## config.mk

```make
export PLATFORM = sky130hd
export DESIGN_NAME = byte_mem_arbiter
export DESIGN_NICKNAME = d
export VERILOG_FILES = /design/src/rtl/byte_mem_arbiter.sv
export SDC_FILE = /design/constraint.sdc
export NUM_CORES = 1
export LEC_CHECK = 0
export BUFFER_PORTS_ARGS = -buffer_cell sky130_fd_sc_hd__buf_2
export CAP_MARGIN = 5
export CORE_AREA = 2 2 147 149
export DETAILED_ROUTE_END_ITERATION = 8
export DIE_AREA = 0 0 149 151
export PLACE_DENSITY = 0.53
export SLEW_MARGIN = 20
export SYNTH_ARGS = -nofsm -noshare
export SYNTH_HDL_FRONTEND = slang
export SYNTH_SLANG_ARGS = --single-unit
```

## constraint.sdc

```tcl
create_clock -name clk -period 1.6 [get_ports clk]
set_input_delay 0.16 -clock clk [delete_from_list [all_inputs] [get_ports clk]]
set_output_delay 0.16 -clock clk [all_outputs]
set_load 0.05 [all_outputs]
```

## src/rtl/byte_mem_arbiter.sv

```systemverilog
// Shares one byte-wide memory port between instruction fetch and data load/store.
// Each 32-bit access is sequenced as four big-endian byte transfers followed by an ack cycle.
module byte_mem_arbiter #(
    parameter int ADDR_W = 5
) (
    input  logic              clk,
    input  logic              reset,
    input  logic              if_req,
    input  logic [ADDR_W-1:0] if_addr,
    output logic              if_ack,
    output logic [31:0]       if_rdata,
    input  logic              d_req,
    input  logic              d_we,
    input  logic [ADDR_W-1:0] d_addr,
    input  logic [31:0]       d_wdata,
    output logic              d_ack,
    output logic [31:0]       d_rdata,
    output logic              busy,
    output logic [ADDR_W-1:0] mem_addr,
    output logic [7:0]        mem_wdata,
    output logic              mem_we,
    input  logic [7:0]        mem_rdata
);

    typedef enum logic [1:0] {
        IDLE = 2'd0,
        XFER = 2'd1,
        ACK  = 2'd2
    } state_t;

    state_t              state_reg, state_next;
    logic [1:0]          cnt_reg;
    logic [ADDR_W-1:0]   addr_reg;
    logic                we_reg;
    logic [31:0]         wdata_reg;
    logic                sel_d_reg;
    logic                last_grant_reg;   // 1 = data port was granted last
    logic [31:0]         asm_reg;
    logic [31:0]         if_rdata_reg;
    logic [31:0]         d_rdata_reg;
    logic                if_ack_reg;
    logic                d_ack_reg;

    logic                grant_any;
    logic                grant_d;
    logic [31:0]         asm_next;
    logic [7:0]          wbyte [4];

    // Round-robin only matters on a tie: the port not granted last time wins.
    assign grant_any = if_req | d_req;
    assign grant_d   = d_req & (~if_req | ~last_grant_reg);
    assign asm_next  = {asm_reg[23:0], mem_rdata};

    generate
        for (genvar gi = 0; gi < 4; gi++) begin : g_lane
            assign wbyte[gi] = wdata_reg[31-8*gi -: 8];
        end
    endgenerate

    always_ff @(posedge clk) begin
        if (reset) begin
            state_reg <= IDLE;
        end else begin
            state_reg <= state_next;
        end
    end

    always_comb begin
        state_next = state_reg;
        case (state_reg)
            IDLE:    if (grant_any) state_next = XFER;
            XFER:    if (cnt_reg == 2'd3) state_next = ACK;
            ACK:     state_next = IDLE;
            default: state_next = IDLE;
        endcase
    end

    always_comb begin
        busy      = (state_reg != IDLE);
        mem_addr  = '0;
        mem_we    = 1'b0;
        mem_wdata = 8'h00;
        if (state_reg == XFER) begin
            mem_addr = addr_reg + ADDR_W'(cnt_reg);
            mem_we   = we_reg;
            if (we_reg) begin
                mem_wdata = wbyte[cnt_reg];
            end
        end
    end

    always_ff @(posedge clk) begin
        if (reset) begin
            cnt_reg        <= 2'd0;
            addr_reg       <= '0;
            we_reg         <= 1'b0;
            wdata_reg      <= 32'h0;
            sel_d_reg      <= 1'b0;
            last_grant_reg <= 1'b0;
            asm_reg        <= 32'h0;
            if_rdata_reg   <= 32'h0;
            d_rdata_reg    <= 32'h0;
            if_ack_reg     <= 1'b0;
            d_ack_reg      <= 1'b0;
        end else begin
            if_ack_reg <= 1'b0;
            d_ack_reg  <= 1'b0;
            case (state_reg)
                IDLE: begin
                    if (grant_any) begin
                        sel_d_reg      <= grant_d;
                        last_grant_reg <= grant_d;
                        addr_reg       <= grant_d ? d_addr : if_addr;
                        we_reg         <= grant_d & d_we;
                        wdata_reg      <= grant_d ? d_wdata : 32'h0;
                        cnt_reg        <= 2'd0;
                    end
                end
                XFER: begin
                    cnt_reg <= cnt_reg + 2'd1;
                    if (!we_reg) begin
                        asm_reg <= asm_next;
                    end
                    if (cnt_reg == 2'd3) begin
                        if (sel_d_reg) begin
                            d_ack_reg <= 1'b1;
                            if (!we_reg) begin
                                d_rdata_reg <= asm_next;
                            end
                        end else begin
                            if_ack_reg   <= 1'b1;
                            if_rdata_reg <= asm_next;
                        end
                    end
                end
                default: ;
            endcase
        end
    end

    assign if_ack   = if_ack_reg;
    assign d_ack    = d_ack_reg;
    assign if_rdata = if_rdata_reg;
    assign d_rdata  = d_rdata_reg;

endmodule

```

==> impl_metrics.py, run 1 <==
metrics = {
    "worst_setup_path": {
        "end_kind": "output port",
        "crit_family": "adder cells",
        "path_class": "reg2out",
        "critical_path_arrival_ps": 1970,
        "cp_max_fo": 2,
        "crit_path_top_delay_cell": "fa_2",
        "crit_chain": "ha_4 > inv_2 > fa_2 > or3_4 > a21oi_4 > buf_6",
        "critPathBufInv": 2,
        "critPathLaunchType": "flop",
        "cpPeakStageDelay_ps": 380,
        "critical_path_required_ps": 1440,
    },
    "place": {
        "dp_hpwl_mm": 10.04,
        "dp_cells": 954,
        "place.gp.congestion": 0.7222,
        "portBuffers": 135,
    },
    "timing": {
        "max_freq_mhz": 468.6,
        "tightest_slew_ps": 468.6,
        "hold_viol_final": 0,
        "period_needed_ps": 2134,
        "fin_ws_ps": -534.2,
        "rsz0062_at_grt": "true",
        "setup_violations": 77,
        "slew-limit-headroom_pct": 68.76,
        "skew_ps": 7.895,
        "fin_crit_sh_pct": 133.4,
        "maxSlewViolCount": 0,
    },
    "drt": {
        "viasPerCell": 4.380,
        "drt-total-wl_mm": 16.98,
        "wire_per_inst_microns": 16.22,
        "m1WireLength_mm": 7.891,
        "drt_first_iter_violations": 189,
        "num_vias": 4586,
        "first_pass_iters": 4,
        "top_layer": "met4",
        "wl_met3_microns": 830,
        "drc": 0,
        "ant_nets": 0,
        "wl_met2_mm": 8.121,
    },
    "pwr": {
        "p_int_uw": 6233,
        "p_clk_share_pct": 47.7,
        "peakVddDrop_uv": 689.7,
        "power_density_mw_per_mm2": 983.5,
        "combPwrFrac_pct": 9.9,
        "p_switching_uw": 2019,
        "seqPwrFrac_pct": 42.4,
        "power.leakage_uw": 0.003466,
        "p_sw_share_pct": 24.46,
    },
    "layout": {
        "fin_nets": 818,
        "area_growth_pct": 57.16,
        "finish.utilization_pct": 40.30,
        "antenna_cells": 0,
        "drive_gt1_share_pct": 43.13,
        "fin_cells": 1047,
        "nFillCells": 2040,
    },
    "logic_synthesis": {
        "synth_edf_count": 0,
        "ys_types": 38,
        "syn_area_per_cell_sq_um": 9.500,
        "yosysMostFrequentCell": "dfxtp_1",
        "netlist_instances": 562,
        "ys_seq_area_share_pct": 49.87,
        "synth_seq_cells": 133,
        "synth_top_cell_area_share_pct": 49.87,
        "ys.flop_type": "dfxtp_1",
        "synthTopCellsByArea": "dfxtp_1 50%, nand2_1 8.9%, nand2b_1 7.7%, a21oi_1 6.3%, mux2i_1 6.0%",
        "synth_nets": 621,
        "async_flop_share_pct": 0,
        "yosys.area.top_type": "dfxtp_1",
        "synth_common_cells": "133 x dfxtp_1, 127 x nand2_1, 67 x a21oi_1",
        "syn_area_sq_mm": 0.005339,
        "yosys_warnings": 0,
    },
    "global_routing": {
        "first_global_vias": 4641,
        "grt_remaining_overflow": 0,
        "grt_pass1_wl_mm": 26.28,
        "grt_max_degree": 68,
        "globalRouteTotalUtil_pct": 15.35,
        "antenna_found_initial": 0,
    },
    "clocking": {
        "cts_sinks": 133,
        "cts_root_buffer": "clkbuf_16",
        "cts_buffers": 17,
        "path_clk_slew_ps": 60,
        "cts_tree": "built",
        "cts_buffer_depth": 2,
        "htree_levels": 4,
        "clock_latency_ps": 410,
    },
    "worst_hold_path": {
        "hp-class": "in2reg",
    },
    "run": {
        "cap_viol_max_count": 0,
    },
    "floorplanning": {
        "num_rows": 53,
        "fp.coreArea_sq_mm": 0.02082,
        "fp.dieW_microns": 149,
        "die_h_microns": 151,
        "start_util_pct": 25.64,
        "ios": 136,
        "dieArea_sq_mm": 0.02250,
    },
    "status": {
        "violations": "setup timing",
        "status": "complete, but fails checks",
    },
}
repair_timing:
action / in CTS / in global routing
hold endpoints to repair: 34 / 0
pin swaps: 38 / 36
setup buffers: 17 / 8
gates resized for setup: 97 / 97
gates cloned: 10 / 2
hold buffers: 34 / 0
setup endpoints to repair: 78 / 80
worst reg2reg max path: cells and delay by family (launching register included):
family                     cells  cell delay (ps)
buffers and inverters          8              970
DFF                            1              360
adders and majority gates      1              170
AOI/OAI and AO/OA              1              100
and+or+nand+nor                2              160
routing by layer:
metal / vias up / track usage (%)
met5: - / 0
met2: 112 / 25.92
met3: 9 / 3.825
met4: 0 / 3.810
li1: 2311 / -
met1: 2154 / 19.70
placed cells by master (no fill, tap or decap), types with 19 or more instances in the layout:
master / n
a22o_1: 33
buf_4: 23
a21oi_2: 30
mux2i_1: 32
nand2_2: 19
clkbuf_16: 19
a21oi_1: 37
nand2b_1: 66
dlygate4sd3_1: 34
buf_2: 119
nand2_4: 26
dfxtp_1: 129
nand2_1: 82
final timing paths:
| check | start | endpoint | cells past startpoint | slack (ps) |
|---|---|---|---|---|
| setup / recovery | addr_reg[0]$_SDFFE_PP0P_ | mem_addr[4] | 6 | -530 |
| hold / removal | if_addr[2] | addr_reg[2]$_SDFFE_PP0P_ | 3 | 20 |
| setup reg to reg | cnt_reg[0]$_SDFFE_PP0P_ | if_rdata[28]$_SDFFE_PP0P_ | 12 | -220 |
| hold reg to reg | if_rdata[8]$_SDFFE_PP0P_ | if_rdata[8]$_SDFFE_PP0P_ | 2 | 450 |
logic make-up (layout without fill, tap and decap cells):
logic type               count (synthesis)  after routing  synth area share (%)
buffers and inverters                   49            259                 5.414
adder cells (fa/ha/maj)                  4              4                 1.078
AO/OA/AOI/OAI                          114            114                 13.73
flip-flops                             133            133                 49.87
AND/OR/NAND/NOR                        221            221                 20.37
multiplexers                            40             40                 9.374
XOR/XNOR                                 1              1                0.1641
power by group through the flow:
| stage | sequential [uW] | clock, uW | combinational (uW) |
|---|---|---|---|
| 2_1_floorplan | 3530 | 0 | 421 |
| 5_1_grt | 3510 | 4170 | 890 |
| 6_report | 3500 | 3930 | 818 |
| 3_5_place_dp | 3570 | 0 | 653 |
| 4_1_cts | 3490 | 4020 | 823 |
| 3_3_place_gp | 3560 | 0 | 650 |
per-stage QoR:
| stage | setup WS, ps | total power [uW] | TNS [ps] | hold slack, ps | area [sq um] |
|---|---|---|---|---|---|
| after floorplan | -119.5 | 3954 | -119.5 | 292.6 | 5403 |
| after global placement | -181.4 | 4214 | -2599 | 375.4 | 6444 |
| after detailed placement | -198.7 | 4219 | -3890 | 379.9 | 6444 |
| after CTS | -559.2 | 8338 | -15720 | 3.746 | 8123 |
| after global routing | -611.8 | 8578 | -19370 | 19.06 | 8391 |
| final | -534.2 | 8252 | -14650 | 19.45 | 8391 |
layout make-up:
| class | instances | area (sq um) | share of cell area (%) |
|---|---|---|---|
| Clock buffer | 21 | 470.5 | 5.607 |
| Clock inverter | 11 | 125.1 | 1.491 |
| Inverter | 6 | 22.52 | 0.2684 |
| Multi-Input combinational cell | 380 | 2890 | 34.45 |
| Sequential cell | 133 | 2673 | 31.85 |
| Tap cell | 275 | 344.1 | 4.101 |
| Timing Repair Buffer | 221 | 1866 | 22.23 |
(Power assumes the default switching activity.)
==> run 2, diff against run 1 <==
GPL_ROUTABILITY_DRIVEN = 1   (was default)
SKIP_CTS_REPAIR_TIMING = 1   (was default)
==> run 2 against run 1 <==
Effect of this change: the run still ends with setup timing left; count of clock-buffer cells in the layout unchanged; via count decreased by 2.5%; clock skew increased by 1.3 ps; highest routed layer unchanged; final cell count decreased by 2.0%; largest power group unchanged; utilization decreased by 4.2 points.
==> impl_metrics.py, run 2 (synthesis results as in run 1) <==
metrics = {
    "worst_setup_path": {
        "critical_path_arrival_ps": 1970,
        "worstReg2RegEnd": "d_rdata[12]$_SDFFE_PP0P_",
        "worstSetupPathDepth": 6,
        "cp_max_fo": 2,
        "crit_path_top_delay_cell": "or3_4",
        "endpoint": "mem_addr[4]",
        "r2r_slack_ps": -80,
        "worst_r2r_startpoint": "cnt_reg[0]$_SDFFE_PP0P_",
        "reg2reg_depth": 5,
        "path_class": "reg2out",
        "end_kind": "output port",
        "critPathBufInv": 2,
        "crit_family": "adder cells",
        "critical_path_required_ps": 1440,
        "cpPeakStageDelay_ps": 380,
        "critPathLaunchType": "flop",
        "crit_chain": "ha_4 > inv_2 > fa_2 > or3_4 > a21oi_4 > buf_6",
        "startpoint": "addr_reg[0]$_SDFFE_PP0P_",
    },
    "drt": {
        "drc": 0,
        "num_vias": 4473,
        "first_pass_iters": 5,
        "drt-total-wl_mm": 15.21,
        "wire_per_inst_microns": 14.83,
        "viasPerCell": 4.360,
        "ant_nets": 0,
        "drt_first_iter_violations": 210,
    },
    "layout": {
        "finish.utilization_pct": 36.14,
        "layout_commonest_cell": "dfxtp_1",
        "mostFrequentLayoutCells": "128 x dfxtp_1, 127 x nand2_1, 126 x buf_2, 66 x nand2b_1, 65 x a21oi_1",
        "fin_nets": 797,
        "fin_area_sq_mm": 0.007525,
        "area_growth_pct": 40.94,
        "drive_gt1_share_pct": 31.56,
        "antenna_cells": 0,
    },
    "floorplanning": {
        "ios": 136,
        "start_util_pct": 25.64,
        "num_rows": 53,
        "fp.dieW_microns": 149,
        "dieArea_sq_mm": 0.02250,
        "die_h_microns": 151,
        "fp.coreArea_sq_mm": 0.02082,
    },
    "worst_hold_path": {
        "min_from": "mem_rdata[1]",
        "hold_depth": 3,
        "hp-class": "in2reg",
    },
    "timing": {
        "tightest_slew_ps": 458.6,
        "period_needed_ps": 2130,
        "hold_viol_final": 0,
        "setup_violations": 75,
        "fin_ws_ps": -530.3,
        "maxSlewViolCount": 0,
        "rsz0062_at_grt": "true",
        "slew-limit-headroom_pct": 69.43,
        "fin_crit_sh_pct": 133.1,
        "skew_ps": 9.221,
        "max_freq_mhz": 469.4,
    },
    "pwr": {
        "peakVddDrop_uv": 669.7,
        "power.leakage_uw": 0.003003,
        "p_total_uw": 8144,
        "power_density_mw_per_mm2": 1082,
    },
    "global_routing": {
        "antenna_found_initial": 0,
        "first_global_vias": 4267,
        "grt_pass1_wl_mm": 23.13,
        "globalRouteTotalUtil_pct": 13.21,
        "grt_max_degree": 68,
        "grt_remaining_overflow": 0,
    },
    "place": {
        "portBuffers": 135,
        "place_area_sq_mm": 0.006444,
        "place.gp.congestion": 0.7222,
        "dp_hpwl_mm": 10.04,
    },
    "clocking": {
        "cts_buffer_depth": 2,
        "cts_buffers": 17,
        "clock_latency_ps": 410,
        "cts_tree": "built",
        "cts_sinks": 133,
        "path_clk_slew_ps": 60,
        "cts_root_buffer": "clkbuf_16",
        "htree_levels": 4,
    },
    "run": {
        "cap_viol_max_count": 0,
    },
    "status": {
        "status": "complete, but fails checks",
        "violations": "setup timing",
    },
}
-- run 2: changes by cell type in the layout (fill, tap and decap cells not counted), sizes merged --
cell | before | now
buf | 184 | 163
dlygate4sd3 | 34 | 33
clkbuf | 24 | 25
-- run 2: worst min-delay path by stage --
stage | endpoint | slack [ps]
final | asm_reg[1]$_SDFFE_PP0P_ | 20
after floorplan | wbyte[10]$_SDFFE_PP0P_ | 290
after global placement | wbyte[10]$_SDFFE_PP0P_ | 380
after global routing | asm_reg[1]$_SDFFE_PP0P_ | 10
after detailed placement | wbyte[1]$_SDFFE_PP0P_ | 380
after CTS | wbyte[19]$_SDFFE_PP0P_ | -60
-- run 2: per-stage QoR --
step                      hold WS, ps  setup TNS (ps)  setup slack [ps]  instances
after detailed placement        379.9           -3890            -198.7        954
after CTS                      -60.46          -10720            -652.1        986
final                           21.05           -7989            -530.3       1026
after floorplan                 292.6          -119.5            -119.5        562
after global placement          375.4           -2599            -181.4        954
after global routing            10.38          -15850            -604.0       1026
-- run 2: worst reg2reg max path: stages (launching register included) --
cell and delay, ps:
dfxtp_2 350, buf_4 230, ha_2 250, and4b_2 340
clkbuf_16 240, mux2i_1 200
-- run 2: layout make-up --
cell class                      instances  area [sq um]
Clock buffer                           21         470.5
Clock inverter                         11         125.1
Fill cell                            2131         13300
Inverter                                6         22.52
Multi-Input combinational cell        380          2470
Sequential cell                       133          2671
Tap cell                              275         344.1
Timing Repair Buffer                  200          1421
-- run 2: routing by layer --
metal | global-route usage (%) | vias to the layer above | wire length [microns]
li1 | - | 2269 | -
met1 | 17.65 | 2094 | 7328
met2 | 20.78 | 101 | 7008
met3 | 3.976 | 9 | 743
met4 | 3.571 | 0 | 131
met5 | 0 | - | 0
-- run 2: where the power goes --
group	leakage [uW]	switching (uW)	internal [uW]	total, uW
Clock	0.000278	1490	2420	3910
Sequential	0.00108	85.4	3410	3490
Combinational	0.00164	376	365	741
==> run 3, diff against run 2 <==
--- a/config.mk
+++ b/config.mk
@@ -18,2 +18,3 @@
 export SYNTH_HDL_FRONTEND = slang
 export SYNTH_SLANG_ARGS = --single-unit
+export TNS_END_PERCENT = 20
==> constraint.sdc (replaced) <==
create_clock -name clk -period 1.6 [get_ports clk]
set_input_delay 0.16 -clock clk [delete_from_list [all_inputs] [get_ports clk]]
set_output_delay 0.16 -clock clk [all_outputs]
set_load 0.01 [all_outputs]
==> run 3 against run 2 <==
Effect of this change: the flow still finishes with violations (setup timing); combinational power grew 1%; critical path depth unchanged; global-route usage shrank 0.27 points; critical endpoint is now mem_wdata[6]; largest power group unchanged.
==> impl_metrics.py, run 3 (synthesis results as in run 1) <==
metrics = {
    "clocking": {
        "cts_sinks": 133,
        "path_clk_slew_ps": 60,
        "cts_buffer_depth": 2,
        "cts_root_buffer": "clkbuf_16",
        "cts_buffers": 17,
        "htree_levels": 4,
        "clock_latency_ps": 420,
        "cts_tree": "built",
    },
    "place": {
        "dp_hpwl_mm": 9.730,
        "portBuffers": 135,
        "place_ws_ps": -185.2,
        "place.gp.congestion": 0.7004,
    },
    "worst_setup_path": {
        "reg2reg_depth": 7,
        "cp_max_fo": 5,
        "critical_path_arrival_ps": 1920,
        "worst_r2r_startpoint": "cnt_reg[0]$_SDFFE_PP0P_",
        "critical_path_required_ps": 1440,
        "r2r_slack_ps": -70,
        "worstReg2RegEnd": "d_rdata[16]$_SDFFE_PP0P_",
        "end_kind": "output port",
        "path_class": "reg2out",
        "critPathLaunchType": "flop",
    },
    "floorplanning": {
        "die_h_microns": 151,
        "start_util_pct": 25.64,
        "fp.dieW_microns": 149,
        "ios": 136,
        "dieArea_sq_mm": 0.02250,
        "num_rows": 53,
        "fp.coreArea_sq_mm": 0.02082,
    },
    "timing": {
        "period_needed_ps": 2082,
        "maxSlewViolCount": 0,
        "hold_viol_final": 0,
        "skew_ps": 9.253,
        "fin_crit_sh_pct": 130.1,
        "setup_tns_ps": -6617,
        "setup_violations": 59,
        "slew-limit-headroom_pct": 61.21,
        "fin_ws_ps": -481.6,
        "tightest_slew_ps": 580.0,
        "max_freq_mhz": 480.4,
        "rsz0062_at_grt": "true",
    },
    "worst_hold_path": {
        "min_to": "asm_reg[0]$_SDFFE_PP0P_",
        "min_from": "mem_rdata[0]",
        "hp-class": "in2reg",
        "hold_depth": 3,
    },
    "pwr": {
        "power_density_mw_per_mm2": 1093,
        "power.leakage_uw": 0.003051,
        "peakVddDrop_uv": 674.8,
    },
    "layout": {
        "antenna_cells": 0,
        "layout_commonest_cell": "dfxtp_1",
        "multi_input_area_sq_mm": 0.002552,
        "nFillCells": 2147,
        "mostFrequentLayoutCells": "128 x dfxtp_1, 126 x nand2_1, 125 x buf_2, 66 x nand2b_1, 55 x a21oi_1",
        "drive_gt1_share_pct": 32.98,
        "area_growth_pct": 44.34,
        "seq_area_sq_mm": 0.002669,
        "fin_nets": 804,
        "finish.utilization_pct": 37.01,
    },
    "drt": {
        "ant_nets": 0,
        "num_vias": 4575,
        "drc": 0,
        "wire_per_inst_microns": 14.82,
        "drt-total-wl_mm": 15.31,
        "first_pass_iters": 4,
        "drt_first_iter_violations": 208,
        "viasPerCell": 4.429,
    },
    "global_routing": {
        "first_global_vias": 3862,
        "grt_pass1_wl_mm": 22.15,
        "globalRouteTotalUtil_pct": 12.94,
        "grt_max_degree": 133,
        "grt_remaining_overflow": 0,
        "antenna_found_initial": 0,
    },
    "status": {
        "status": "complete, but fails checks",
        "violations": "setup timing",
    },
    "run": {
        "cap_viol_max_count": 0,
    },
}
[run 3: worst max-delay path by stage]
stage | endpoint | startpoint | slack (ps)
floorplan | mem_addr[4] | cnt_reg[1]$_SDFFE_PP0P_ | 40
global placement | wbyte[31]$_SDFFE_PP0P_ | state_reg[1]$_SDFFE_PP0P_ | -170
detailed placement | wbyte[24]$_SDFFE_PP0P_ | state_reg[1]$_SDFFE_PP0P_ | -190
CTS | mem_addr[4] | cnt_reg[0]$_SDFFE_PP0P_ | -550
global route | mem_addr[4] | cnt_reg[0]$_SDFFE_PP0P_ | -550
finish | mem_wdata[6] | cnt_reg[0]$_SDFFE_PP0P_ | -480
[run 3: where the power goes]
part           internal, uW  leakage, uW  switching [uW]
clock network          2540     0.000302            1650
logic                   395      0.00167             356
registers              3410      0.00108            78.2
total                  6340      0.00305            2080
[run 3: per-layer routing]
layer	share of wire [%]	vias to the layer above	global-route usage (%)	wire length (microns)
li1	-	2283	-	-
met1	47	2158	17.49	7156
met2	47	120	19.82	7262
met3	4.8	14	4.066	739
met4	1.0	0	3.857	156
met5	0	-	0	0
[run 3: metrics by stage]
| step | cell area [sq um] | hold slack, ps | std cells | total power, uW |
|---|---|---|---|---|
| floorplan | 5353 | 292.6 | 562 | 3897 |
| global placement | 6396 | 377.8 | 956 | 4159 |
| detailed placement | 6396 | 379.9 | 956 | 4159 |
| CTS | 7024 | -75.21 | 988 | 8422 |
| global route | 7706 | 3.902 | 1033 | 8781 |
| finish | 7706 | 6.358 | 1033 | 8425 |
[run 3: critical path: stages, from the launching register on]
cell and delay (ps):
dfxtp_2 350, buf_4 120, buf_12 100, buf_8 120, mux4_2 490, and3_1 190, buf_2 130
[run 3: area by class of cell]
type                       instances  area share [%]
clock buffer                      18           5.699
timing repair buffer             206           19.34
multi-input combinational        381           33.12
tap                              275           4.465
clock inverter                    14           2.452
inverter                           6          0.2923
sequential                       133           34.63
